<file path="config.mk">
export PLATFORM = sky130hd
export DESIGN_NAME = l2todr_req_throttle
export DESIGN_NICKNAME = d
export VERILOG_FILES = /design/src/rtl/scmem_pkg.sv /design/src/rtl/l2todr_req_fifo.sv /design/src/rtl/l2todr_req_throttle.sv
export SDC_FILE = /design/constraint.sdc
export NUM_CORES = 1
export LEC_CHECK = 0
export BUFFER_PORTS_ARGS = -buffer_cell sky130_fd_sc_hd__buf_2
export CAP_MARGIN = 0
export CORE_UTILIZATION = 40
export CTS_BUF_LIST = sky130_fd_sc_hd__clkbuf_8
export DETAILED_ROUTE_END_ITERATION = 6
export HOLD_SLACK_MARGIN = 0.02
export SYNTH_ARGS = -nofsm -noshare
export SYNTH_HDL_FRONTEND = slang
export SYNTH_SLANG_ARGS = --single-unit
</file>
<file path="constraint.sdc">
create_clock -name clk -period 13.3 [get_ports clk]
set_input_delay 1.995 -clock clk [delete_from_list [all_inputs] [get_ports clk]]
set_output_delay 1.995 -clock clk [all_outputs]
set_load 0.02 [all_outputs]
</file>
<file path="src/rtl/scmem_pkg.sv">
// Shared L2/directory message formats and the source-field bounds used to
// attribute requests and request-acks to a source L2.
package scmem;

  localparam int SC_NID_SRC_HI = 4;
  localparam int SC_NID_SRC_LO = 3;
  localparam int SC_NUM_SRC    = 1 << (SC_NID_SRC_HI - SC_NID_SRC_LO + 1);

  typedef enum logic [1:0] {
    SC_SNACK_REQACK = 2'd0,
    SC_SNACK_SNOOP  = 2'd1,
    SC_SNACK_INVAL  = 2'd2,
    SC_SNACK_NACK   = 2'd3
  } snack_kind_t;

  typedef struct packed {
    logic [4:0]  nid;
    logic [5:0]  l2id;
    logic [2:0]  cmd;
    logic [37:0] paddr;
  } I_l2todr_req_type;

  typedef struct packed {
    logic [4:0]  nid;
    logic [5:0]  l2id;
    snack_kind_t kind;
    logic [37:0] paddr;
  } I_drtol2_snack_type;

  function automatic logic snack_is_reqack(input I_drtol2_snack_type snack);
    return snack.kind == SC_SNACK_REQACK;
  endfunction

endpackage

</file>
<file path="src/rtl/l2todr_req_fifo.sv">
// Power-of-two request FIFO with valid/retry ports; full/empty come from a
// registered occupancy count so in_retry never depends on out_retry.
module l2todr_req_fifo #(
  parameter int Depth = 4,
  parameter int Width = 8
) (
  input  logic             clk,
  input  logic             reset,
  input  logic             in_valid,
  output logic             in_retry,
  input  logic [Width-1:0] in_data,
  output logic             out_valid,
  input  logic             out_retry,
  output logic [Width-1:0] out_data
);

  localparam int AW = $clog2(Depth);
  localparam int OW = AW + 1;

  logic [Width-1:0] mem_q [Depth];
  logic [AW-1:0]    wr_ptr_q, wr_ptr_d;
  logic [AW-1:0]    rd_ptr_q, rd_ptr_d;
  logic [OW-1:0]    occ_q, occ_d;
  logic             full, empty, push, pop;

  assign full      = (occ_q == OW'(Depth));
  assign empty     = (occ_q == '0);
  assign in_retry  = in_valid & full;
  assign out_valid = ~empty;
  assign out_data  = mem_q[rd_ptr_q];
  assign push      = in_valid & ~full;
  assign pop       = out_valid & ~out_retry;

  always_comb begin
    wr_ptr_d = wr_ptr_q + AW'(push);
    rd_ptr_d = rd_ptr_q + AW'(pop);
    occ_d    = occ_q + OW'(push) - OW'(pop);
  end

  always_ff @(posedge clk) begin
    if (reset) begin
      wr_ptr_q <= '0;
      rd_ptr_q <= '0;
      occ_q    <= '0;
    end else begin
      wr_ptr_q <= wr_ptr_d;
      rd_ptr_q <= rd_ptr_d;
      occ_q    <= occ_d;
    end
  end

  // Storage carries no reset; occupancy alone decides what is valid.
  always_ff @(posedge clk) begin
    if (push) mem_q[wr_ptr_q] <= in_data;
  end

endmodule

</file>
<file path="src/rtl/l2todr_req_throttle.sv">
// Per-source credit throttle in front of the directory request FIFO; request-ack
// snacks pass straight through and return the credit of their source.
module l2todr_req_throttle
  import scmem::*;
#(
  parameter int Depth  = 4,
  parameter int MaxOut = 4
) (
  input  logic               clk,
  input  logic               reset,
  input  logic               arb_req_valid,
  output logic               arb_req_retry,
  input  I_l2todr_req_type   arb_req,
  output logic               l2todr_req_valid,
  input  logic               l2todr_req_retry,
  output I_l2todr_req_type   l2todr_req,
  input  logic               drtol2_snack_valid,
  output logic               drtol2_snack_retry,
  input  I_drtol2_snack_type drtol2_snack,
  output logic               arb_snack_valid,
  input  logic               arb_snack_retry,
  output I_drtol2_snack_type arb_snack,
  output logic               credit_err
);

  localparam int CW = $clog2(MaxOut + 1);
  localparam int SW = SC_NID_SRC_HI - SC_NID_SRC_LO + 1;

  logic [CW-1:0] cnt_q [SC_NUM_SRC];
  logic [CW-1:0] cnt_d [SC_NUM_SRC];
  logic          credit_err_q, credit_err_d;
  logic [SW-1:0] req_src, snack_src;
  logic          credit_full, fifo_in_valid, fifo_in_retry;
  logic          push, ack;

  assign arb_snack_valid    = drtol2_snack_valid;
  assign drtol2_snack_retry = arb_snack_retry;
  assign arb_snack          = drtol2_snack;

  assign req_src       = arb_req.nid[SC_NID_SRC_HI:SC_NID_SRC_LO];
  assign snack_src     = drtol2_snack.nid[SC_NID_SRC_HI:SC_NID_SRC_LO];
  assign credit_full   = (cnt_q[req_src] == CW'(MaxOut));
  assign fifo_in_valid = arb_req_valid & ~credit_full;
  assign arb_req_retry = (arb_req_valid & credit_full) | fifo_in_retry;
  assign push          = arb_req_valid & ~arb_req_retry;
  assign ack           = drtol2_snack_valid & ~arb_snack_retry & snack_is_reqack(drtol2_snack);
  assign credit_err    = credit_err_q;

  l2todr_req_fifo #(
    .Depth (Depth),
    .Width ($bits(I_l2todr_req_type))
  ) u_fifo (
    .clk       (clk),
    .reset     (reset),
    .in_valid  (fifo_in_valid),
    .in_retry  (fifo_in_retry),
    .in_data   (arb_req),
    .out_valid (l2todr_req_valid),
    .out_retry (l2todr_req_retry),
    .out_data  (l2todr_req)
  );

  // A same-cycle grant and ack on one source cancel; an ack at zero saturates.
  always_comb begin
    credit_err_d = credit_err_q;
    for (int i = 0; i < SC_NUM_SRC; i++) begin
      cnt_d[i] = cnt_q[i];
      if (push && req_src == SW'(i) && !(ack && snack_src == SW'(i))) begin
        cnt_d[i] = cnt_q[i] + CW'(1);
      end else if (ack && snack_src == SW'(i) && !(push && req_src == SW'(i))) begin
        if (cnt_q[i] == '0) credit_err_d = 1'b1;
        else                cnt_d[i] = cnt_q[i] - CW'(1);
      end
    end
  end

  always_ff @(posedge clk) begin
    if (reset) begin
      credit_err_q <= 1'b0;
      for (int i = 0; i < SC_NUM_SRC; i++) cnt_q[i] <= '0;
    end else begin
      credit_err_q <= credit_err_d;
      for (int i = 0; i < SC_NUM_SRC; i++) cnt_q[i] <= cnt_d[i];
    end
  end

endmodule

</file>
# Word level (Yosys, flattened, before mapping)
# Memories as Yosys holds them, arrays and structs flattened. A register that Yosys moved wholly into a read port is not among the register bits.
# Cells that the tools add are included.
# word_totals
register_bits	8
ramBits	220
in_bits	109
output_inout_bits	108
word_cells	111
n_memories	2
# op_classes
n_addsub	12
eq_ne	8
mux	34
bitwise_logic	19
n_reduce_logical	32
# mem_list
name	words	word_bits	read_ports	rd_clocked_by_memory_dff	wr	line_no	source
u_fifo.mem_q	4	52	1	1	1	l2todr_req_fifo.sv:20	logic [Width-1:0] mem_q [Depth];
cnt_q	4	3	5	0	4	l2todr_req_throttle.sv:29	logic [CW-1:0] cnt_q [SC_NUM_SRC];
# ops
cell	n
$mux 3	16
$mux 1	17
$logic_and 1x1->1	16
$logic_not 3->1	5
$add 3x1->3 const B	4
$sub 3x1->3 const B	4
$and 1x1->1	8
$eq 2x2->1 const B	4
$logic_not 1->1	8
$eq 3x3->1 const B	2
$logic_not 2->1	3
$not 1->1	6
$or 1x1->1	5
$add 2x1->2	2
$eq 2x1->1 const B	2
$add 3x1->3	1
$sub 3x1->3	1
$mux 2	1

# Longest topological paths before layout
# An unclocked memory read counts as a cell.
# logic_depth
word_depth	22
mapped_depth	10
depth_no_buf	10

# Modules after synthesis
# Synthesis repeated with hierarchy kept, for this count alone.
# unflattened
cells_unflattened	478
area_unflattened_um2	9347.7
# modules_own_cells
module	instances	cells_each	area_per_inst_um2	seq_area_each_um2
l2todr_req_fifo	1	307	7940.1	6386.1
l2todr_req_throttle	1	171	1407.6	260.2

# Worst setup path after synthesis
# No wires, ideal clock.
# synth_path
path_type	input port to flip-flop
from	input port arb_req[50] (netlist name)
to	memory u_fifo.mem_q[0][0] (netlist name), enable pin
setup_time_ps	590
arrival_ps	7514
required_ps	12710
slack_ps	5196
cell_stages	4
n_path_buf	1
path_cell_list	nor4bb_1 -> o21a_1 -> buf_2 -> nor4_1
# synth_via
elab_chain_len	7
# synth_lines
item	line_no	source
start: declaration	l2todr_req_throttle.sv:13	input I_l2todr_req_type arb_req,
$mem_v2 4x3	-	
$eq 3x3->1	l2todr_req_throttle.sv:42	assign credit_full = (cnt_q[req_src] == CW'(MaxOut));
$not 1->1	l2todr_req_throttle.sv:43	assign fifo_in_valid = arb_req_valid & ~credit_full;
$and 1x1->1	l2todr_req_throttle.sv:43	
$and 1x1->1	l2todr_req_fifo.sv:31	assign push = in_valid & ~full;
$mux 1	l2todr_req_fifo.sv:54	if (push) mem_q[wr_ptr_q] <= in_data;
$mux 1 (implied by the code)	l2todr_req_fifo.sv:54	
end: declaration	l2todr_req_fifo.sv:20	
# No other way between the ends.

# Final worst setup path
# layout_path
from	input port arb_req[50] (netlist name)
to	output port arb_req_retry
# layout_via
elab_chain_len	6
elab_cells_between_ends	7
cone_classes	eq/ne (1); bitwise (5); memory (1)
# layout_lines
item	line_no	source
$mem_v2 4x3 *	-	
$eq 3x3->1 *	l2todr_req_throttle.sv:42	
$not 1->1	l2todr_req_throttle.sv:43	
$and 1x1->1	l2todr_req_throttle.sv:43	
$and 1x1->1	l2todr_req_fifo.sv:28	assign in_retry = in_valid & full;
$or 1x1->1 *	l2todr_req_throttle.sv:44	assign arb_req_retry = (arb_req_valid & credit_full) | fifo_in_retry;
end: declaration	l2todr_req_throttle.sv:12	output logic arb_req_retry,
# Mark *: on every way between the ends. The rest lies on a longest branch, timed or not.

==> results.toml <==
[cts]
cts_buffer_depth = 3
clock_sinks = 228
cts_buffers = 39
cts_hold_buffers = 0
cts_setup_buffers = 0
cts-root-buf = "clkbuf_8"
cts_tree = "built"
insertion_delay_ns = 0.53
cts_htree_levels = 2
postCtsResizedCells = 0
clkTransAtPathRegs_ns = 0.05

[power]
seqPwrFrac_pct = 46.5
powerDensity_nw_per_um2 = 187
peakVddDrop_v = 0.0000882
power.switching_uw = 574
p_leak_nw = 3.65
p_clk_share_pct = 29.6
internal_power_mw = 1.39
p_sw_share_pct = 29.2
power.share.combinational_pct = 23.9

[floorplanning]
num_rows = 55
die_y_um = 154
core_um2 = 22600
die_area_um2 = 23700
io_pins = 217
initial_utilization_pct = 40.8
die_w_um = 154

[grt]
grt_start_max_net_pins = 53
grtUsageMet2_pct = 24.7
grt_first_pass_wirelength_um = 26700
antenna_found_initial = 2
met1_usage_pct = 17.6
track_usage_pct = 14.7
use_met3_pct = 4.03
first_global_vias = 4955
overflow = 0
globalRoute.busiestLayer = "met2"

[synth]
synth.area.top_cells = "edfxtp_1 68%, mux4_2 13%, dfxtp_1 4.3%"
yosysMostFrequentCell = "edfxtp_1"
synthCells = 482
synth_warnings = 0
synth_edf_count = 208
syn_nets = 608
netlist.top_cell.by_area = "edfxtp_1"
syn_area_per_cell_um2 = 19.2
synth_seq_area_share_pct = 71.9
yosys.area.top_type_share_pct = 67.6
synth_async_sr_flop_share_pct = 0
synth_flop_cell = "edfxtp_1"
synth_top_cells_by_count = "208 x edfxtp_1, 53 x buf_4, 52 x mux4_2"
synthesis.area_um2 = 9240
yosysUniqueCellTypes = 39
synth_seq_cells = 228

[place]
io_buffers = 122
postPlaceCellArea_um2 = 9810
dp_hpwl_um = 10300
place_congestion = 0.784

[detailed_routing]
vias_per_cell = 5.20
route.vias.total = 4647
drt-total-wl_um = 17100
drc = 0
ant_nets = 0
wl_per_cell_um = 19.1
dr.pass1.iters = 4
drtIter0Drc = 196

[critical_path]
crit_type = "in -> out"
critPathCaptureType = "output port"
cp-start-kind = "input port"
rrSetupSlack_ns = 10.47
critPathRequiredTime_ns = 11.31
cp_max_fo = 14
worstPathArrival_ns = 3.54

[timing]
min_period_over_period_pct = 41.6
fin_setup_tns_ns = 0
fin_skew_ns = 0.0312
whs_ns = 0.502
drv_slew = 0
slew_headroom_pct = 43.9
rsz0062_at_grt = "false"
finalHoldViolations = 0
setup_viol = 0
timing.fmax_ghz = 0.181
period_needed_ns = 5.54
worstMarginPinSlew_ns = 0.842

[min_path]
min_path_type = "reg -> reg"

[layout]
area_growth_pct = 14.1
final_nets = 707
post-route-cell-area_um2 = 10500
fill_cells = 1944
layout-drive-gt1-share_pct = 39.4
n_antenna_cell = 0

[run_status]
status = "finished, final reports clean"

[job]
drv_cap = 0
==> stage by stage <==
step / setup slack (ns) / instances / utilization (%) / power (mW)
floorplan: 5.20 / 482 / - / 1.28
detailed placement: 7.76 / 825 / 43.3 / 1.41
global route: 7.61 / 894 / 46.6 / 2.07
global placement: 7.80 / 825 / 43.3 / 1.40
finish: 7.76 / 894 / 46.6 / 1.97
CTS: 7.75 / 894 / 46.6 / 2.00
==> final cells by class <==
type                    instances  area (µm²)  share of cell area, %
well taps                     285         357                   3.38
inverters                      13        48.8                  0.463
clock inverters                29         185                   1.76
repair buffers                129         663                   6.29
flip-flops and latches        228        6650                   63.1
clock buffers                  40         551                   5.22
multi-input cells             170        2090                   19.8
==> state kept, by name, summed over array words and instances, names as in the netlist <==
| register | flops |
|---|---|
| u_fifo.mem_q | 208 |
| cnt_q | 12 |
| u_fifo.occ_q | 3 |
| u_fifo.rd_ptr_q | 2 |
| u_fifo.wr_ptr_q | 2 |
| credit_err | 1 |
==> critical path: stages <==
cell and delay, ns:
buf_2 0.16, or4b_1 0.50, a21oi_2 0.51, o31a_1 0.22
buf_2 0.16
==> final timing paths <==
check                            startpoint            end  cells past startpoint
worst max-delay path            arb_req[50]  arb_req_retry                      5
worst min-delay path            cnt_q[1][2]    cnt_q[1][2]                      2
worst max register to register  cnt_q[3][0]    cnt_q[2][2]                      9
worst min register to register  cnt_q[1][2]    cnt_q[1][2]                      2
==> cells in the final DEF, fill, tap and decap left out, types with 6 or more instances in the layout <==
| cell type | synthesis | routed |
|---|---|---|
| clkinv_1 | 0 | 11 |
| buf_2 | 9 | 122 |
| buf_4 | 53 | 7 |
| nand2_1 | 11 | 11 |
| dfxtp_1 | 20 | 18 |
| a21oi_1 | 9 | 9 |
| ha_1 | 12 | 12 |
| edfxtp_1 | 208 | 208 |
| clkbuf_8 | 0 | 40 |
| or3_1 | 6 | 6 |
| nor4_1 | 13 | 9 |
| inv_1 | 13 | 24 |
| mux4_2 | 52 | 52 |
| nor2b_1 | 10 | 10 |
==> power by group through the flow <==
stage                     clock network, mW  registers [mW]  logic, mW
after floorplan                           0           0.912      0.371
after global placement                    0           0.926      0.477
after detailed placement                  0           0.932      0.480
after CTS                             0.604           0.918      0.481
after global routing                  0.636           0.925      0.507
final                                 0.582           0.914      0.471
==> kinds of logic (layout without fill, tap and decap cells) <==
| logic type | Yosys count | after routing | share of synthesized area (%) |
|---|---|---|---|
| flip-flops | 228 | 228 | 71.9 |
| buffers and inverters | 84 | 211 | 5.77 |
| AND/OR/NAND/NOR | 72 | 72 | 4.81 |
| multiplexers | 52 | 52 | 12.7 |
| AO/OA/AOI/OAI | 22 | 22 | 1.45 |
| adder cells (fa/ha/maj) | 17 | 17 | 2.71 |
| XOR/XNOR | 7 | 7 | 0.664 |
==> layer usage <==
metal	wire [µm]	up-vias	part of all wire, %
met5	13	-	0.076
li1	-	2071	-
met1	6950	2334	41
met2	8490	177	50
met3	1100	63	6.4
met4	556	2	3.2
Note: power is estimated with default switching activity, not from simulation.
